$ cat src/rtl/memory_arb_pkg.sv
// memory_arb_pkg: shared state encoding, owner ids and width defaults for the memory arbiter
package memory_arb_pkg;
  localparam int ADDR_W_DEFAULT = 12;
  localparam logic [1:0] S_IDLE = 2'd0;
  localparam logic [1:0] S_ISSUE = 2'd1;
  localparam logic [1:0] S_WAIT = 2'd2;
  localparam logic [1:0] S_DONE = 2'd3;
  localparam logic [1:0] OWN_NONE = 2'd0;
  localparam logic [1:0] OWN_PNL = 2'd1;
  localparam logic [1:0] OWN_IO = 2'd2;
  localparam logic [1:0] OWN_PU = 2'd3;
endpackage

$ cat src/rtl/memory_arb_pick.sv
// memory_arb_pick: combinational winner select; panel absolute, IO/PU alternate on last_io_pu
module memory_arb_pick
  import memory_arb_pkg::*;
(
  input  logic       pnl_wr,
  input  logic       pnl_rd,
  input  logic       io_wr,
  input  logic       pu_rd,
  input  logic       last_io_pu,
  output logic [1:0] owner,
  output logic       wr,
  output logic       valid
);
  logic io_win;
  // last_io_pu = 1 means PU went last, so a pending IO takes its turn
  always_comb begin
    io_win = io_wr & (~pu_rd | last_io_pu);
    owner = (pnl_wr | pnl_rd) ? OWN_PNL : io_win ? OWN_IO : pu_rd ? OWN_PU : OWN_NONE;
    wr = pnl_wr | (~pnl_rd & io_win);
    valid = pnl_wr | pnl_rd | io_wr | pu_rd;
  end
endmodule

$ cat src/rtl/memory_arbiter.sv
// memory_arbiter: sequences the single-port core memory among panel, IO and PU with a reply watchdog
module memory_arbiter
  import memory_arb_pkg::*;
#(
  parameter int ADDR_W = ADDR_W_DEFAULT,
  parameter int TIMEOUT = 15
) (
  input  logic              clk,
  input  logic              reset,
  input  logic              pnl_rd_req,
  input  logic              pnl_wr_req,
  input  logic [ADDR_W-1:0] pnl_addr,
  output logic              pnl_ack,
  input  logic              io_wr_req,
  input  logic [ADDR_W-1:0] io_addr,
  output logic              io_ack,
  input  logic              pu_rd_req,
  input  logic [ADDR_W-1:0] pu_addr,
  output logic              pu_ack,
  output logic              mem_read_from_pu,
  output logic              mem_read_from_pnl,
  output logic              mem_write_from_io,
  output logic              mem_write_from_pnl,
  output logic [ADDR_W-1:0] sel_value_to_sel,
  output logic              wdata_src,
  input  logic              mem_read_reply,
  input  logic              mem_write_reply,
  output logic              busy,
  output logic [1:0]        grant_id,
  output logic              timeout_err,
  input  logic              err_clr
);
  logic [1:0] state;
  logic [1:0] owner;
  logic       wr;
  logic       last_io_pu;
  logic [7:0] cnt;
  logic [1:0] pick_owner;
  logic       pick_wr;
  logic       pick_valid;
  logic [ADDR_W-1:0] pick_addr;
  logic       reply;
  logic       expire;
  memory_arb_pick u_pick (
    .pnl_wr(pnl_wr_req),
    .pnl_rd(pnl_rd_req),
    .io_wr(io_wr_req),
    .pu_rd(pu_rd_req),
    .last_io_pu(last_io_pu),
    .owner(pick_owner),
    .wr(pick_wr),
    .valid(pick_valid)
  );
  // strobes and acks are decoded from the registered state and latched owner/kind
  always_comb begin
    pick_addr = pick_owner == OWN_PNL ? pnl_addr : pick_owner == OWN_IO ? io_addr : pu_addr;
    reply = wr ? mem_write_reply : mem_read_reply;
    expire = state == S_WAIT && !reply && cnt == 8'(TIMEOUT - 1);
    mem_read_from_pu = state == S_ISSUE && owner == OWN_PU;
    mem_read_from_pnl = state == S_ISSUE && owner == OWN_PNL && !wr;
    mem_write_from_pnl = state == S_ISSUE && owner == OWN_PNL && wr;
    mem_write_from_io = state == S_ISSUE && owner == OWN_IO;
    pnl_ack = state == S_DONE && owner == OWN_PNL;
    io_ack = state == S_DONE && owner == OWN_IO;
    pu_ack = state == S_DONE && owner == OWN_PU;
    busy = state != S_IDLE;
    grant_id = busy ? owner : OWN_NONE;
  end
  // transaction sequencer, watchdog, fairness bit and sticky error flag
  always_ff @(posedge clk) begin
    if (reset) begin
      state <= S_IDLE;
      owner <= OWN_NONE;
      wr <= 1'b0;
      last_io_pu <= 1'b0;
      cnt <= 8'd0;
      sel_value_to_sel <= '0;
      wdata_src <= 1'b0;
      timeout_err <= 1'b0;
    end else begin
      timeout_err <= expire | (timeout_err & ~err_clr);
      case (state)
        S_IDLE: if (pick_valid) begin
          state <= S_ISSUE;
          owner <= pick_owner;
          wr <= pick_wr;
          sel_value_to_sel <= pick_addr;
          wdata_src <= pick_owner == OWN_PNL;
        end
        S_ISSUE: begin
          state <= S_WAIT;
          cnt <= 8'd0;
        end
        S_WAIT: begin
          state <= reply ? S_DONE : expire ? S_IDLE : S_WAIT;
          cnt <= cnt + 8'd1;
        end
        default: begin
          state <= S_IDLE;
          last_io_pu <= owner == OWN_PU ? 1'b1 : owner == OWN_IO ? 1'b0 : last_io_pu;
        end
      endcase
    end
  end
endmodule

$ cat config.mk
export PLATFORM = sky130hd
export DESIGN_NAME = memory_arbiter
export DESIGN_NICKNAME = d
export VERILOG_FILES = /design/src/rtl/memory_arb_pkg.sv /design/src/rtl/memory_arb_pick.sv /design/src/rtl/memory_arbiter.sv
export SDC_FILE = /design/constraint.sdc
export NUM_CORES = 1
export LEC_CHECK = 0
export BUFFER_PORTS_ARGS = -buffer_cell sky130_fd_sc_hd__buf_4
export CAP_MARGIN = 15
export CORE_MARGIN = 3
export CORE_UTILIZATION = 49
export DETAILED_ROUTE_END_ITERATION = 7
export PLACE_DENSITY = 0.85
export SYNTH_ARGS = -nofsm -noshare
export SYNTH_HDL_FRONTEND = slang
export SYNTH_SLANG_ARGS = --single-unit
export TNS_END_PERCENT = 5
$ cat constraint.sdc
create_clock -name clk -period 4.1 [get_ports clk]
set_clock_uncertainty 0.2 [all_clocks]
set_input_delay 0.82 -clock clk [delete_from_list [all_inputs] [get_ports clk]]
set_output_delay 0.82 -clock clk [all_outputs]
set_load 0.01 [all_outputs]
# Word-level counts from Yosys, hierarchy flattened
# Cells that the tools add are included.
# totals
regBits	28
inputBits	45
output_inout_bits	24
word_cells	65
# classes
addsub	1
eq_ne	10
muxes	14
n_bitwise	13
n_reduce_logical	19
# op_table
op	n
$mux W12	2
$pmux W8 S2	1
$mux W2	7
$eq A2 B2 Y1 const B	5
$logic_and A1 B1 Y1	10
$add A8 B1 Y8 const B	1
$eq A8 B4 Y1 const B	1
$eq A2 B1 Y1 const B	3
$or A1 B1 Y1	6
$pmux W2 S3	1
$reduce_bool A2 Y1	3
$not A1 Y1	4
$reduce_and A2 Y1	2
$and A1 B1 Y1	3
$mux W1	3
$reduce_or A3 Y1	1
$logic_not A1 Y1	2
$logic_not A2 Y1	1
$ne A2 B2 Y1 const B	1

# Depth between registers and ports, before layout
# depth
ltp_word	8
ltp_mapped	8
mapped_depth_nobuf	6

# Modules after synthesis
# From an unflattened synthesis, not the netlist that was laid out.
# unflattened
hier_cells	191
area_unflattened_um2	1670.4
# by_module_without_submodules
module	instances	cells_each	area_per_inst_um2	seq_area_each_um2
memory_arbiter	1	182	1622.8	560.5
memory_arb_pick	1	9	47.5	0.0

# Worst setup path after synthesis
# No wires, ideal clock.
# synth_timing
path_kind	register -> output
start	reg state[0]
end	out grant_id[0]
t_arrival_ps	989
t_required_ps	3080
setup_slack_ps	2091
stages_incl_launch_ff	5
path_buffers	1
path_cell_list	dfxtp_1 inv_1 ha_1 buf_4 nor2b_1
# synth_between
elab_chain_len	2
# synth_lines
element	line_no	rtl
start, declared	memory_arbiter.sv:33	logic [1:0] state;
start signal, assigned	memory_arbiter.sv:95	state <= reply ? S_DONE : expire ? S_IDLE : S_WAIT;
$reduce_bool A2 Y1	memory_arbiter.sv:66	busy = state != S_IDLE;
$mux W2	memory_arbiter.sv:67	grant_id = busy ? owner : OWN_NONE;
end, declared	memory_arbiter.sv:29	output logic [1:0] grant_id,
# Every way passes these cells.

# Worst setup path after layout
# layout_timing
start	reg state[0]
end	out grant_id[1]
# The elaborated chain is that of the path after synthesis.

==> reports/qor.txt <==
1st-pass router iterations -> 4
Final Setup Violations -> 0
leading area contributor after synthesis -> dfxtp_1
Worst Setup SP -> state[0]
global-route wire length before repair -> 6070 um
buffer levels on the longest clock path -> 2
WS Path Type -> reg2out
R2R Path End -> sel_value_to_sel[5]
initial antenna violation count -> 0
H-tree levels -> 1
Leak -> 0.847 nW
crit-path cells -> inv_1 -> ha_1 -> nor2b_1 -> buf_4
WL/cell -> 15.1 um
Die Footprint -> 0.00366 mm2
layout cell share with drive strength beyond 1 -> 35.8%
post-CTS setup buffers -> 0
CTS resizes -> 0
Hold Path Class -> reg2reg
Synth top area share -> 38.5%
Cell Area, Synth -> 0.00146 mm2
synth top area cells -> dfxtp_1, a21oi_1, o221ai_1, a22oi_1, ha_1
RSZ-0062 raised after global routing -> false
n_diodes -> 0
Tightest Pin Transition -> 0.519 ns
vias in the first global route -> 1387
final setup TNS -> 0 ns
syn_nets -> 214
Initial Util -> 51.9%
CP max-delay cell -> dfxtp_1
nets@finish -> 279
GRT Util Overall -> 21.5%
r2r setup slk -> 1.95 ns
DRC -> 0
Die Span X -> 60.5 um
final cell count without fillers -> 257
Slew HR -> 65.3%
Main synth FF type -> dfxtp_1
critical path fanouts, max -> 11
CTS Hold Bufs -> 0
GPL Wtd Cong -> 0.798
status -> completed
Critical Path Sink -> grant_id[1]
final worst-path cycle share -> 61.1%
flops & latches, synth -> 28
Worst-path clk slew -> 0.13 ns
TritonCTS Buffers -> 3
Skew-Pair Late Insertion Delay -> 0.33 ns
Cells after DPL -> 254
pin count of the biggest net entering global routing -> 24
WP data required -> 3.08 ns
Async SR Flop Fraction -> 0%
Vias -> 1487
Power Total -> 692 uW
Avg Vias per Cell -> 5.79
crit end category -> output pin
Reg-to-Reg Start -> state[0]
Root Driver -> clkbuf_4
Startpoint Class -> flop
Crit path arrival time -> 1.49 ns
Worst R2R Path Depth -> 6
max-slew violation count -> 0
final worst path period need -> 2.51 ns
hold_ws -> 0.295 ns
grt ovf -> 0
EDFF count, synth -> 0
Layout area overhead -> 35.3%
WL final -> 3890 um
Cells after Synth -> 163
Post-DP HPWL -> 3010 um
peak per-stage delay on the critical path -> 0.41 ns
Syn Area/Cell -> 8.93 um2
fmax -> 399 MHz
PwrDens -> 351 mW/mm2
Top Ports -> 69
number of port buffers -> 68
Ys Warns -> 0
Fin. Hold Viols -> 0
core footprint -> 0.00281 mm2
Max-cap violations -> 0
Peak VDD IR -> 240 uV
part of the Yosys area used for sequential elements -> 38.5%
Iter 0 DRT Violations -> 61
Antenna Violating Nets Remaining -> 0
height of the die -> 60.5 um
clock sinks -> 28
Yosys cell types -> 41
fillers -> 237
num rows -> 19
CTS tree -> done
==> logic make-up after synthesis <==
| logic type | share of synthesized area, % |
|---|---|
| mux | 1.46 |
| compound gates | 26.0 |
| buf+inv | 5.50 |
| xor+xnor | 2.41 |
| simple gates | 21.0 |
| fa+ha+maj | 5.15 |
| flops | 38.5 |
==> metrics by stage <==
step / instance area, um2 / util, % / setup slack, ns
floorplan: 1460 / - / 2.09
global placement: 1950 / 69.4 / 1.96
detailed placement: 1950 / 69.4 / 1.91
CTS: 1970 / 70.2 / 1.58
global route: 1970 / 70.2 / 1.50
finish: 1970 / 70.2 / 1.59
==> worst min-delay path by stage <==
stage	cells past startpoint	to	from
3_5_place_dp	2	timeout_err	timeout_err
6_report	2	timeout_err	timeout_err
5_1_grt	2	timeout_err	timeout_err
2_1_floorplan	2	last_io_pu	last_io_pu
3_3_place_gp	2	timeout_err	timeout_err
4_1_cts	2	timeout_err	timeout_err
==> critical path, delay by kind of cell, from the launching register on <==
family	cells	cell delay (ns)
and+or+nand+nor	1	0.16
buffers and inverters	2	0.24
adders and majority gates	1	0.35
DFF	1	0.41
==> state kept, by name, indices dropped and copies added, names as in the netlist <==
| register | cells |
|---|---|
| wdata_src | 1 |
| state | 2 |
| last_io_pu | 1 |
| wr | 1 |
| owner | 2 |
| sel_value_to_sel | 12 |
| cnt | 8 |
| timeout_err | 1 |
==> cell type report <==
cell class / count / area, um2 / share of cell area [%]
Sequential cell: 28 / 561 / 28.4
Inverter: 6 / 22.5 / 1.14
Multi-Input combinational cell: 121 / 816 / 41.4
Tap cell: 31 / 38.8 / 1.97
Timing Repair Buffer: 68 / 510 / 25.9
Clock buffer: 3 / 22.5 / 1.14
==> Yosys cell counts (2+ instances only) <==
| library cell | instances |
|---|---|
| a21oi_1 | 24 |
| a22oi_1 | 12 |
| and3_1 | 4 |
| buf_2 | 2 |
| clkbuf_1 | 2 |
| dfxtp_1 | 28 |
| ha_1 | 6 |
| inv_1 | 6 |
| nand2_1 | 8 |
| nand2b_1 | 4 |
| nand3_1 | 2 |
| nand3b_1 | 2 |
| nand4_1 | 3 |
| nor2_1 | 13 |
| nor2_2 | 2 |
| nor2b_1 | 3 |
| nor3_1 | 2 |
| nor4bb_1 | 2 |
| o21ai_0 | 2 |
| o221ai_1 | 11 |
| or3_1 | 3 |
| xor2_1 | 3 |
==> layout by cell type, fill, tap and decap left out, drive strengths merged, types with 4 or more instances in the layout <==
master,count
buf,68
nor2,16
nand2b,4
a22oi,12
inv,6
and3,6
nand2,8
dfxtp,28
ha,6
a21oi,24
o221ai,12
==> where the power goes <==
group / internal (mW) / leakage [nW] / switching [mW]
clock: 0.0345 / 0.0138 / 0.0767
sequential: 0.301 / 0.229 / 0.0244
combinational: 0.122 / 0.604 / 0.133
==> metal layers <==
layer  part of all wire, %  track usage [%]  up-vias
met1                    40             28.1      687
li1                      -                -      733
met4                   1.9             9.60        0
met5                     0                0        -
met2                    52             35.8       61
met3                   6.0             2.34        6
Note: power is estimated with default switching activity, not from simulation.
